===== src/rtl/adc_sample_sequencer_if.sv =====
// AXI-Stream sample channel between the ADC sequencer FIFO
// and the register file's ADC FIFO data read port.
interface adc_sample_sequencer_if;
  logic [7:0] tdata;
  logic       tvalid;
  logic       tready;

  modport master (
    output tdata,
    output tvalid,
    input  tready
  );

  modport slave (
    input  tdata,
    input  tvalid,
    output tready
  );
endinterface


===== src/rtl/adc_sample_sequencer.sv =====
// ADC conversion pacer (IDLE/WAIT/REQ/ACQ) with an 8-bit sample
// FIFO drained over AXI-Stream; sticky overflow/timeout flags.
module adc_sample_sequencer #(
  parameter int DEPTH   = 16,
  parameter int TIMEOUT = 255
) (
  input  logic                     clk,
  input  logic                     resn,
  input  logic                     start,
  input  logic                     soft_reset,
  input  logic [31:0]              waittime,
  output logic                     busy,
  output logic                     adc_req,
  input  logic [7:0]               adc_data,
  input  logic                     adc_valid,
  adc_sample_sequencer_if.master   m_axis,
  output logic                     fifo_empty,
  output logic                     fifo_full,
  output logic [$clog2(DEPTH):0]   fifo_level,
  output logic                     overflow,
  output logic                     timeout_err
);

  localparam int AW = $clog2(DEPTH);
  localparam int LW = AW + 1;
  localparam int TW = $clog2(TIMEOUT + 1);

  typedef enum logic [1:0] {
    S_IDLE,
    S_WAIT,
    S_REQ,
    S_ACQ
  } state_t;

  state_t        r_state;
  logic [31:0]   r_wcnt;
  logic [TW-1:0] r_acnt;
  logic [7:0]    r_mem [DEPTH];
  logic [AW-1:0] r_rd;
  logic [AW-1:0] r_wr;
  logic [LW-1:0] r_level;
  logic          r_ovf;
  logic          r_to;

  logic          w_full;
  logic          w_acq_vld;
  logic          w_push;
  logic          w_pop;
  logic          w_acq_end;
  logic [31:0]   w_wload;

  assign w_full    = (r_level == LW'(DEPTH));
  assign w_acq_vld = (r_state == S_ACQ) && adc_valid;
  // full blocks the write even when a pop frees a slot this cycle
  assign w_push    = w_acq_vld && !w_full;
  assign w_pop     = (r_level != '0) && m_axis.tready;
  assign w_acq_end = w_acq_vld ||
                     ((r_state == S_ACQ) && (r_acnt == TW'(1)));
  assign w_wload   = (waittime == 32'd0) ? 32'd1 : waittime;

  always_ff @(posedge clk) begin
    if (!resn || soft_reset) begin
      r_state <= S_IDLE;
      r_wcnt  <= '0;
      r_acnt  <= '0;
      r_rd    <= '0;
      r_wr    <= '0;
      r_level <= '0;
      r_ovf   <= 1'b0;
      r_to    <= 1'b0;
      for (int i = 0; i < DEPTH; i++) begin
        r_mem[i] <= '0;
      end
    end else begin
      unique case (r_state)
        S_IDLE: begin
          if (start) begin
            r_state <= S_WAIT;
            r_wcnt  <= w_wload;
          end
        end
        S_WAIT: begin
          r_wcnt <= r_wcnt - 32'd1;
          if (r_wcnt == 32'd1) begin
            r_state <= S_REQ;
          end
        end
        S_REQ: begin
          r_acnt  <= TW'(TIMEOUT);
          r_state <= S_ACQ;
        end
        S_ACQ: begin
          r_acnt <= r_acnt - TW'(1);
          if (w_acq_end) begin
            if (!adc_valid) begin
              r_to <= 1'b1;
            end
            if (start) begin
              r_state <= S_WAIT;
              r_wcnt  <= w_wload;
            end else begin
              r_state <= S_IDLE;
            end
          end
        end
        default: r_state <= S_IDLE;
      endcase

      if (w_acq_vld && w_full) begin
        r_ovf <= 1'b1;
      end
      if (w_push) begin
        r_mem[r_wr] <= adc_data;
        r_wr        <= r_wr + AW'(1);
      end
      if (w_pop) begin
        r_rd <= r_rd + AW'(1);
      end
      if (w_push && !w_pop) begin
        r_level <= r_level + LW'(1);
      end else if (w_pop && !w_push) begin
        r_level <= r_level - LW'(1);
      end
    end
  end

  assign busy          = (r_state != S_IDLE);
  assign adc_req       = (r_state == S_REQ);
  assign m_axis.tdata  = r_mem[r_rd];
  assign m_axis.tvalid = (r_level != '0);
  assign fifo_empty    = (r_level == '0);
  assign fifo_full     = w_full;
  assign fifo_level    = r_level;
  assign overflow      = r_ovf;
  assign timeout_err   = r_to;

endmodule


===== src/flat_wrapper.sv =====
// flat-port wrapper written by rule: the top's interface ports become plain ports
module adc_sample_sequencer_flat 
#(
  parameter int DEPTH   = 16,
  parameter int TIMEOUT = 255
)
  (clk, resn, start, soft_reset, waittime, busy, adc_req, adc_data, adc_valid, fifo_empty, fifo_full, fifo_level, overflow, timeout_err, m_axis_tdata, m_axis_tvalid, m_axis_tready);
  adc_sample_sequencer_if m_axis_i ();
  input  logic clk;
  input  logic resn;
  input  logic start;
  input  logic soft_reset;
  input  logic [31:0] waittime;
  output logic busy;
  output logic adc_req;
  input  logic [7:0] adc_data;
  input  logic adc_valid;
  output logic fifo_empty;
  output logic fifo_full;
  output logic [$clog2(DEPTH):0] fifo_level;
  output logic overflow;
  output logic timeout_err;
  output wire logic [$bits(m_axis_i.tdata)-1:0] m_axis_tdata;
  output wire logic [$bits(m_axis_i.tvalid)-1:0] m_axis_tvalid;
  input wire logic [$bits(m_axis_i.tready)-1:0] m_axis_tready;
  assign m_axis_tdata = m_axis_i.tdata;
  assign m_axis_tvalid = m_axis_i.tvalid;
  assign m_axis_i.tready = m_axis_tready;
  adc_sample_sequencer #(.DEPTH(DEPTH), .TIMEOUT(TIMEOUT)) u_core (.clk(clk), .resn(resn), .start(start), .soft_reset(soft_reset), .waittime(waittime), .busy(busy), .adc_req(adc_req), .adc_data(adc_data), .adc_valid(adc_valid), .m_axis(m_axis_i), .fifo_empty(fifo_empty), .fifo_full(fifo_full), .fifo_level(fifo_level), .overflow(overflow), .timeout_err(timeout_err));
endmodule

===== config.mk =====
export PLATFORM = sky130hd
export DESIGN_NAME = adc_sample_sequencer_flat
export DESIGN_NICKNAME = d
export VERILOG_FILES = /design/src/rtl/adc_sample_sequencer_if.sv /design/src/rtl/adc_sample_sequencer.sv /design/src/flat_wrapper.sv
export SDC_FILE = /design/constraint.sdc
export NUM_CORES = 1
export LEC_CHECK = 0
export CORE_AREA = 2 2 128 142
export DETAILED_ROUTE_END_ITERATION = 16
export DIE_AREA = 0 0 130 144
export PLACE_DENSITY = 0.75
export SYNTH_ARGS = -nofsm -noshare
export SYNTH_HDL_FRONTEND = slang
export SYNTH_SLANG_ARGS = --single-unit
export TNS_END_PERCENT = 5

===== constraint.sdc =====
create_clock -name clk -period 6.4 [get_ports clk]
set_clock_uncertainty 0.1 [all_clocks]
set_input_delay 1.28 -clock clk [delete_from_list [all_inputs] [get_ports clk]]
set_output_delay 1.28 -clock clk [all_outputs]
set_load 0.01 [all_outputs]

After elaboration in Yosys (flattened, before gate mapping). Memories as Yosys holds them, arrays and structs flattened. A register that Yosys moved wholly into a read port is not among the register bits. Index checks and enable logic that the tools add are counted.

Bits in writable memories: 128. Word-level logic and storage cells: 72. Register bits after elaboration: 57. Latch bits: 0. Memories kept: 1. Output and inout port bits: 20. ROM bits: 0.

Bitwise gates (word level): 1. $mul: 0. Reduce and logical (&&, ||, !) cells: 25. Divide/modulo/power cells: 0. $add $sub $neg: 6. Shift operators: 0. Magnitude comparators: 0. Muxes and demuxes: 22. Equality and inequality tests: 9.

Memory list: u_core.r_mem (depth 16, bits a word 8, rd ports 1, clocked after memory_dff 1, wr ports 16, line adc_sample_sequencer.sv:38) `logic [7:0] r_mem [DEPTH];`.

Operators with widths (count): two-way mux 32 bit (3); one-hot mux 32 bit (3 select lines) (1); equality test 32 x 1 -> 1 bit (second input constant) (1); logical NOT 32 bit (1); subtractor 32 x 1 -> 32 bit (second input constant) (1); one-hot mux 8 bit (2 select lines) (1); two-way mux 4 bit (3); two-way mux 5 bit (2); adder 4 x 1 -> 4 bit (second input constant) (2); equality test 8 x 1 -> 1 bit (second input constant) (1); two-way mux 8 bit (1); one-hot mux 2 bit (4 select lines) (1); OR reduction 8 bit (1); subtractor 8 x 1 -> 8 bit (second input constant) (1); logical AND 1 bit (7); two-way mux 1 bit (7); two-way mux 2 bit (3); AND reduction 3 bit (2); nonzero test 2 bit (3); adder 5 x 1 -> 5 bit (second input constant) (1); equality test 5 bit (second input constant) (1); logical NOT 5 bit (1); nonzero test 5 bit (1); subtractor 5 x 1 -> 5 bit (second input constant) (1); 10 further kinds (16).

Logic depth before layout (Yosys ltp). Gate-level depths: netlist of run 1.

Word-level depth: 8. Depth in mapped cells: 13. Depth with buffers taken out: 12.

Worst setup path before layout of run 1. OpenSTA, ideal clock, no wires.

Path kind: reg2out. Start point: reg with a tool-made name. End point: out m_axis_tdata[0]. Buffers on the path: 2. Stages on the path, launching flop included: 5. Data arrival time: 2.109 ns. Slack: 2.911 ns. Path through: dfxtp_1 -> clkbuf_1 -> buf_1 -> mux4_2 -> mux4_2.

RTL lines: to (decl) (line flat_wrapper.sv:23) `output wire logic [$bits(m_axis_i.tdata)-1:0] m_axis_tdata;`.

==> results of run 1 <==
[power by group through the flow]
stage / sequential (mW) / clock [mW] / combinational, mW
final: 1.38 / 1.04 / 0.265
after global routing: 1.39 / 1.10 / 0.290
after floorplan: 1.39 / 0 / 0.168
after global placement: 1.41 / 0 / 0.258
after CTS: 1.38 / 1.05 / 0.263
after detailed placement: 1.41 / 0 / 0.262
[kinds of logic (layout without fill, tap and decap cells)]
kind of cell | Yosys count | in the layout | synth area share (%)
and+or+nand+nor | 354 | 354 | 20.3
DFF | 189 | 189 | 54.0
AOI/OAI and AO/OA | 135 | 135 | 9.16
buffers and inverters | 64 | 123 | 2.57
muxes | 47 | 47 | 10.4
adders and majority gates | 20 | 20 | 2.75
xor gates and xnor gates | 9 | 9 | 0.840
[layout make-up]
class,instances,area share (%)
clock buffer,17,3.93
clock inverter,15,1.41
inverter,17,0.590
multi-input combinational,565,37.8
sequential,189,46.8
tap,238,2.75
timing repair buffer,74,6.64
[per-layer routing]
metal	track usage, %	wire length [µm]
met1	31.6	9000
met2	41.1	10900
met3	4.25	1080
met4	11.5	817
met5	0	0
[path summary, 6_finish.rpt]
path                     startpoint            endpoint  slack (ns)  cells after the start
setup / recovery           register     m_axis_tdata[7]        1.87                      3
hold reg to reg    u_core.r_acnt[7]    u_core.r_acnt[7]        0.38                      1
hold / removal     u_core.r_acnt[7]    u_core.r_acnt[7]        0.38                      1
setup reg to reg  u_core.r_state[1]  u_core.r_mem[0][5]        2.98                      6
[state kept, by name (all words and copies together) (netlist names), named ones only]
signal              count
u_core.timeout_err      1
u_core.r_mem          128
u_core.r_rd             4
u_core.r_wr             4
u_core.r_acnt           8
u_core.fifo_level       5
u_core.r_wcnt          32
u_core.overflow         1
u_core.r_state          2
[layout by cell type, fill, tap and decap left out, types with 3 or more instances in the layout]
cell | synthesis | routed
a22oi_1 | 5 | 5
clkinvlp_4 | 0 | 3
xnor2_1 | 3 | 3
nor4_1 | 16 | 16
or3_1 | 15 | 15
o22ai_1 | 8 | 8
mux4_2 | 40 | 40
edfxtp_1 | 128 | 128
mux2_2 | 4 | 4
o32ai_1 | 3 | 3
o31ai_1 | 3 | 3
mux2i_1 | 3 | 3
nand2_1 | 44 | 44
and3_1 | 4 | 4
o211ai_1 | 3 | 3
dfxtp_1 | 61 | 60
clkdlybuf4s50_1 | 0 | 65
o21ai_0 | 35 | 35
nand2b_1 | 10 | 9
and2_1 | 130 | 130
ha_1 | 19 | 18
a31oi_1 | 3 | 3
inv_8 | 0 | 3
nor2b_1 | 4 | 3
xor2_1 | 6 | 6
nand3_1 | 16 | 16
nor2_1 | 71 | 71
clkbuf_16 | 0 | 17
a211oi_1 | 11 | 11
nand4_1 | 10 | 10
a21oi_1 | 38 | 38
inv_1 | 17 | 17
nor3_1 | 26 | 25
inv_6 | 0 | 5
o2bb2ai_1 | 8 | 8
buf_4 | 0 | 9
[through the flow]
step	hold WS (ns)	utilization [%]	setup slack (ns)
6_report	0.383	62.1	1.87
5_1_grt	0.402	62.1	1.67
3_3_place_gp	0.362	58.8	2.23
2_1_floorplan	0.348	-	2.91
3_5_place_dp	0.364	58.8	2.18
4_1_cts	0.383	62.1	1.82
==> metrics.yaml, run 1 <==
powerDensity_nw_per_um2: 249
finalCritPeriodShare_pct: 70.7
ys.flop_type: "edfxtp_1"
synth.top_cells.by_count: "and2_1, edfxtp_1, nor2_1, dfxtp_1, nand2_1"
cts_sinks: 189
drt_pre_antenna_iters: 5
portBuffers: 65
die_h_um: 144
end_kind: "output pin"
max_clock_freq_mhz: 221
gr-total-overflow: 0
final_cells: 1115
clockRootBuffer: "clkbuf_16"
cp_top_family: "multiplexers"
tns_ns: 0
cpMaxStageDelayCell: "dfxtp_2"
crit_buf_inv: 1
maxCapViolCount: 0
status: "finished, final reports clean"
via_per_inst: 5.90
post_cts_buffers: 0
critical_path.max_stage_delay_ns: 1.06
placed_area_um2: 10200
syn-mean-instance-area_um2: 11.5
grt_pass1_wl_um: 34600
slew_headroom_pct: 20.5
tightest_slew_ns: 1.18
switching_power_mw: 0.678
synth_area_leaders: "edfxtp_1, dfxtp_1, mux4_2, and2_1, nor2_1"
synth_top_area_share_pct: 41.0
dpl.cell_count: 1083
diodes: 0
min_period_ns: 4.53
rows: 51
p_seq_share_pct: 51.4
peakVddDrop_v: 0.000186
grt_setup_unrepaired: "false"
areaGrowthSynthToFinish_pct: 15.2
syn_nets: 884
seq_area_um2: 5070
grt_usage_pct: 24.7
yosys_warnings: 0
cts_hold_buf: 0
clkPwrFrac_pct: 38.7
wl_per_cell_um: 19.6
yosys.area.top_type: "edfxtp_1"
io_pins: 66
netlist_area_um2: 9380
cts_buffers: 17
worst_path_most_repeated_cell: "mux4_2"
switching_share_pct: 25.2
ant_nets: 0
insertion_delay_ns: 0.44
start_kind: "register"
num_vias: 6574
core_um2: 17400
internal_power_mw: 2.01
multiInputGateArea_um2: 4090
p_leak_nw: 3.83
cts_tree: "yes"
synth_edf_count: 128
p_total_mw: 2.69
h-tree-depth: 4
synthArstFlopShare_pct: 0
grt_antenna_before_repair: 0
ys_seq_area_share_pct: 54.0
fin_area_um2: 10800
drive_gt1_share_pct: 11.1
drt_iter0_drc: 553
die-area_um2: 18700
dp_hpwl_um: 15000
drt-total-wl_um: 21800
synth_cell_types: 56
cts.repair.resized: 0
synth.most_common_cell: "and2_1"
nFillCells: 1385
grt_max_degree: 62
start_util_pct: 53.9
worstSetupPathType: "register to output pin"
gp_congestion: 0.839
remaining_drc_errors: 0
synthCells: 818
critPathRequiredTime_ns: 5.02
synth-seq-cells: 189
grt_pass1_vias: 6472
worstPathArrival_ns: 3.15
hold_class: "register to register"
critPathMaxFanout: 32
clk_pin_slew_ns: 0.07
die_x_um: 130
path_cells: "mux4_2, mux4_2, clkdlybuf4s50_1"
clk_path_buf_depth: 2
comb_power_share_pct: 9.9
setup_viol: 0
nNetsFinal: 930
finalHoldViolCount: 0
slew_violations: 0
(Power assumes the default switching activity.)
==> inputs of run 2 (changes only) <==
--- a/config.mk
+++ b/config.mk
@@ -5,9 +5,9 @@
 export SDC_FILE = /design/constraint.sdc
 export NUM_CORES = 1
 export LEC_CHECK = 0
-export CORE_AREA = 2 2 128 142
+export CORE_AREA = 2 2 130 145
 export DETAILED_ROUTE_END_ITERATION = 16
-export DIE_AREA = 0 0 130 144
+export DIE_AREA = 0 0 132 147
 export PLACE_DENSITY = 0.75
 export SYNTH_ARGS = -nofsm -noshare
 export SYNTH_HDL_FRONTEND = slang
==> constraint.sdc (replaced) <==
create_clock -name clk -period 3.8 [get_ports clk]
set_clock_uncertainty 0.1 [all_clocks]
set_input_delay 0.76 -clock clk [delete_from_list [all_inputs] [get_ports clk]]
set_output_delay 0.76 -clock clk [all_outputs]
set_load 0.01 [all_outputs]
==> run 2 against run 1 <==
Clock power is 69% higher. Die area is 3.7% higher. Via count increased by 0.91%. Non-clock buffer count rose by 18. Power increased by 69%. Setup slack worse by 1.7 ns. Sequential share of layout area shrank 0.68 points. Wire length fell by 2.5%. First-iteration DRC count up 0.72%. Core utilization down 1.2 points. Sequential power increased by 68%.
==> metrics.yaml, run 2 (synthesis results as in run 1) <==
final_common_cell: "and2_1"  # unchanged
placed_area_um2: 10400  # was 10200 µm²
grt_max_degree: 61  # was 62
gr-total-overflow: 0  # unchanged
h-tree-depth: 4  # unchanged
start_util_pct: 52.1  # was 53.9%
nNetsFinal: 948  # was 930
largest_reg_flops: 128  # unchanged
cts_buffers: 17  # unchanged
p_leak_nw: 3.93  # was 3.83 nW
dp_hpwl_um: 14700  # was 15000 µm
cts_sinks: 189  # unchanged
path_cells: "buf_12, mux4_2, mux4_2, clkdlybuf4s50_1"  # was mux4_2, mux4_2, clkdlybuf4s50_1
remaining_drc_errors: 0  # unchanged
drt-total-wl_um: 21300  # was 21800 µm
critPathMaxFanout: 24  # was 32
status: "finished, final reports clean"  # unchanged
io_pins: 66  # unchanged
min_period_ns: 3.68
clockRootBuffer: "clkbuf_16"  # unchanged
grt_pass1_wl_um: 34700  # was 34600 µm
worst_path_most_repeated_cell: "mux4_2"  # unchanged
die_x_um: 132  # was 130 µm
die_h_um: 147  # was 144 µm
grt_setup_unrepaired: "false"  # unchanged
ant_nets: 0  # unchanged
diodes: 0  # unchanged
finalCritPeriodShare_pct: 96.8
critical_path.max_stage_delay_ns: 0.58  # was 1.06 ns
drive_gt1_share_pct: 12.8  # was 11.1%
gp_congestion: 0.816  # was 0.839
nFillCells: 1436  # was 1385
cpMaxStageDelayCell: "mux4_2"  # was dfxtp_2
layout_common_cells: "and2_1, edfxtp_1, nor2_1, clkdlybuf4s50_1, dfxtp_1"  # unchanged
powerDensity_nw_per_um2: 413  # was 249 nW/µm²
cts.repair.resized: 0  # unchanged
final_cells: 1138  # was 1115
via_per_inst: 5.83  # was 5.90
p_total_mw: 4.53  # was 2.69 mW
crit_buf_inv: 2  # was 1
worstSetupPathType: "register to output pin"  # unchanged
largest_register: "u_core.r_mem"  # unchanged
portBuffers: 65  # unchanged
finalHoldViolCount: 0  # unchanged
peakVddDrop_v: 0.000351  # was 0.000186 V
wl_per_cell_um: 18.7  # was 19.6 µm
insertion_delay_ns: 0.44  # about the same
tns_ns: 0  # unchanged
rows: 52  # was 51
hold_class: "register to register"  # unchanged
clk_pin_slew_ns: 0.07  # about the same
worstPathArrival_ns: 2.82  # was 3.15 ns
end_kind: "output pin"  # unchanged
r2r_slack_ns: 0.75  # was 2.98 ns
cp_top_family: "multiplexers"  # unchanged
grt_antenna_before_repair: 0  # unchanged
fin_area_um2: 11000  # was 10800 µm²
grt_usage_pct: 23.0  # was 24.7%
core_um2: 18000  # was 17400 µm²
top_regs: "u_core.r_mem (128), u_core.r_wcnt (32), u_core.r_acnt (8)"  # unchanged
drt_iter0_drc: 557  # was 553
setup_viol: 0  # unchanged
tightest_slew_ns: 0.904  # was 1.18 ns
start_kind: "register"  # unchanged
clk_path_buf_depth: 2  # unchanged
die-area_um2: 19400  # was 18700 µm²
slew_headroom_pct: 39.7  # was 20.5%
cts_tree: "yes"  # unchanged
slew_violations: 0  # unchanged
areaGrowthSynthToFinish_pct: 16.9  # was 15.2%
post_cts_buffers: 0  # unchanged
num_vias: 6634  # was 6574
maxCapViolCount: 0  # unchanged
dpl.cell_count: 1106  # was 1083
max_clock_freq_mhz: 272
cts_hold_buf: 0  # unchanged
fin_util_pct: 60.9  # was 62.1%
grt_pass1_vias: 6668  # was 6472
critPathRequiredTime_ns: 2.94  # was 5.02 ns
drt_pre_antenna_iters: 4  # was 5
[run 2: routing by layer]
layer	GRT usage (%)	vias up	share of wire, %	wire length [µm]
met5	0	-	0	0
met4	8.64	0	2.6	560
met3	4.35	45	6.6	1400
met2	39.4	225	50	10700
met1	29.1	3206	40	8590
li1	-	3158	-	-
[run 2: path summary, 6_finish.rpt]
check                        from              endpoint  depth (start not counted)
min reg2reg     u_core.r_wcnt[25]     u_core.r_wcnt[25]                          2
min             u_core.r_wcnt[25]     u_core.r_wcnt[25]                          2
max                      register       m_axis_tdata[6]                          4
max reg2reg  u_core.fifo_level[0]  u_core.fifo_level[4]                         12
[run 2: cell type report]
class / count / area (µm²) / share of cell area, %
clock inverter: 15 / 158 / 1.44
multi-input combinational: 565 / 4090 / 37.3
tap: 243 / 304 / 2.77
inverter: 17 / 63.8 / 0.582
clock buffer: 17 / 425 / 3.88
sequential: 189 / 5070 / 46.2
timing repair buffer: 92 / 866 / 7.89
[run 2: where the power goes]
part	internal (mW)	switching [mW]	total (mW)
Combinational	0.192	0.265	0.457
Sequential	2.27	0.0472	2.32
Clock	0.886	0.870	1.76
[run 2: tightest hold or removal path, cell delays in order (launching register included)]
cell and delay (ns):
dfxtp_1 0.32, nand2_1 0.06, o22ai_1 0.06
[run 2: metrics by stage]
step	hold WS, ns	worst slack, ns
6_report	0.388	0.123
5_1_grt	0.413	0.0202
4_1_cts	0.387	0.0823
3_5_place_dp	0.369	0.456
3_3_place_gp	0.355	0.486
2_1_floorplan	0.348	0.831
==> inputs of run 3 (changes only) <==
--- a/config.mk
+++ b/config.mk
@@ -8,6 +8,7 @@
 export CORE_AREA = 2 2 130 145
 export DETAILED_ROUTE_END_ITERATION = 16
 export DIE_AREA = 0 0 132 147
+export MAX_ROUTING_LAYER = met4
 export PLACE_DENSITY = 0.75
 export SYNTH_ARGS = -nofsm -noshare
 export SYNTH_HDL_FRONTEND = slang
==> run 3 against run 2 <==
Register-to-register slack about the same. Die area is the same. Sequential power about the same. Global-route usage rose by 0.74 points. Count of clock-buffer cells in the layout unchanged. Critical path type unchanged.
==> metrics.yaml, run 3 (synthesis results as in run 1) <==
status: "finished, final reports clean"  # unchanged
switching_power_mw: 1.19  # was 1.18 mW
cts_buffers: 17  # unchanged
drt_pre_antenna_iters: 5  # was 4
clk_pin_slew_ns: 0.07  # about the same
critPathRequiredTime_ns: 2.94  # about the same
dp_hpwl_um: 14700  # unchanged
grt_max_degree: 61  # unchanged
internal_power_mw: 3.35  # about the same
end_kind: "output pin"  # unchanged
maxCapViolCount: 0  # unchanged
max_clock_freq_mhz: 272  # about the same
r2r_slack_ns: 0.75  # about the same
post_cts_buffers: 0  # unchanged
top_regs: "u_core.r_mem (128), u_core.r_wcnt (32), u_core.r_acnt (8)"  # unchanged
slew_headroom_pct: 38.8  # was 39.7%
portBuffers: 65  # unchanged
setup_viol: 0  # unchanged
h-tree-depth: 4  # unchanged
nNetsFinal: 948  # unchanged
nFillCells: 1436  # unchanged
p_leak_nw: 3.93  # unchanged
peakVddDrop_v: 0.000351  # about the same
placed_area_um2: 10400  # unchanged
cts_hold_buf: 0  # unchanged
core_um2: 18000  # unchanged
clkPwrFrac_pct: 38.8  # was 38.7%
drt-total-wl_um: 21300  # about the same
cts_tree: "yes"  # unchanged
largest_reg_flops: 128  # unchanged
worstSetupPathType: "register to output pin"  # unchanged
final_cells: 1138  # unchanged
drive_gt1_share_pct: 12.8  # unchanged
io_pins: 66  # unchanged
hold_class: "register to register"  # unchanged
final_common_cell: "and2_1"  # unchanged
grt_pass1_wl_um: 34800  # was 34700 µm
grt_usage_pct: 23.7  # was 23.0%
gr-total-overflow: 0  # unchanged
tightest_slew_ns: 0.918  # was 0.904 ns
critPathMaxFanout: 24  # unchanged
start_util_pct: 52.1  # unchanged
layout_common_cells: "and2_1, edfxtp_1, nor2_1, clkdlybuf4s50_1, dfxtp_1"  # unchanged
wl_per_cell_um: 18.7  # about the same
grt_antenna_before_repair: 0  # unchanged
die_x_um: 132  # unchanged
worstPathArrival_ns: 2.82  # about the same
tns_ns: 0  # unchanged
areaGrowthSynthToFinish_pct: 16.9  # unchanged
largest_register: "u_core.r_mem"  # unchanged
fin_area_um2: 11000  # unchanged
finalHoldViolCount: 0  # unchanged
clockRootBuffer: "clkbuf_16"  # unchanged
remaining_drc_errors: 0  # unchanged
switching_share_pct: 26.1  # about the same
via_per_inst: 5.85  # was 5.83
start_kind: "register"  # unchanged
gp_congestion: 0.829  # was 0.816
num_vias: 6654  # was 6634
cts_sinks: 189  # unchanged
die_h_um: 147  # unchanged
ant_nets: 0  # unchanged
min_period_ns: 3.68  # about the same
grt_pass1_vias: 6674  # was 6668
grt_setup_unrepaired: "false"  # unchanged
dpl.cell_count: 1106  # unchanged
powerDensity_nw_per_um2: 413  # about the same
slew_violations: 0  # unchanged
hold_ws_ns: 0.387  # was 0.388 ns
clk_path_buf_depth: 2  # unchanged
diodes: 0  # unchanged
drt_iter0_drc: 635  # was 557
insertion_delay_ns: 0.44  # about the same
die-area_um2: 19400  # unchanged
finalCritPeriodShare_pct: 96.9  # was 96.8%
comb_power_share_pct: 10.1  # about the same
cts.repair.resized: 0  # unchanged
p_seq_share_pct: 51.1  # was 51.2%
rows: 52  # unchanged
[run 3: cell counts in the layout (fill, tap and decap cells not counted)]
No cell type changed its count.
[run 3: worst paths after layout]
| check | start | end | cells after the start |
|---|---|---|---|
| setup / recovery | register | m_axis_tdata[6] | 4 |
| hold reg to reg | u_core.r_wcnt[25] | u_core.r_wcnt[25] | 2 |
| hold / removal | u_core.r_wcnt[25] | u_core.r_wcnt[25] | 2 |
| setup reg to reg | u_core.fifo_level[0] | u_core.fifo_level[4] | 12 |
[run 3: per-stage QoR]
stage	setup WS [ns]	util [%]	power [mW]
floorplan	0.831	-	2.63
global placement	0.486	57.7	2.81
detailed placement	0.456	57.7	2.82
CTS	0.0823	60.9	4.55
global route	0.0182	60.9	4.69
finish	0.117	60.9	4.54
[run 3: metal layers]
layer  global-route usage [%]  up-vias  routed length (µm)
met2                     39.5      230               10800
li1                         -     3155                   -
met4                     8.48        0                 570
met3                     4.45       46                1230
met1                     29.1     3223                8700
met5                        -        -                   0
[run 3: power groups by stage]
stage                     combinational [mW]  clock (mW)  sequential (mW)
after floorplan                        0.283           0             2.35
after global placement                 0.446           0             2.36
after detailed placement               0.451           0             2.36
after CTS                              0.454        1.78             2.32
after global routing                   0.502        1.86             2.33
final                                  0.457        1.76             2.32
[run 3: worst max-delay path, cell delays in order, from the launching register on]
cell	delay (ns)
dfxtp_2	0.54
buf_12	0.27
mux4_2	0.58
mux4_2	0.48
clkdlybuf4s50_1	0.50
[run 3: layout make-up]
type | count | area, µm² | share of cell area [%]
well taps | 243 | 304 | 2.77
multi-input cells | 565 | 4090 | 37.3
repair buffers | 92 | 866 | 7.89
flip-flops and latches | 189 | 5070 | 46.2
clock inverters | 15 | 158 | 1.44
inverters | 17 | 63.8 | 0.582
clock buffers | 17 | 425 | 3.88
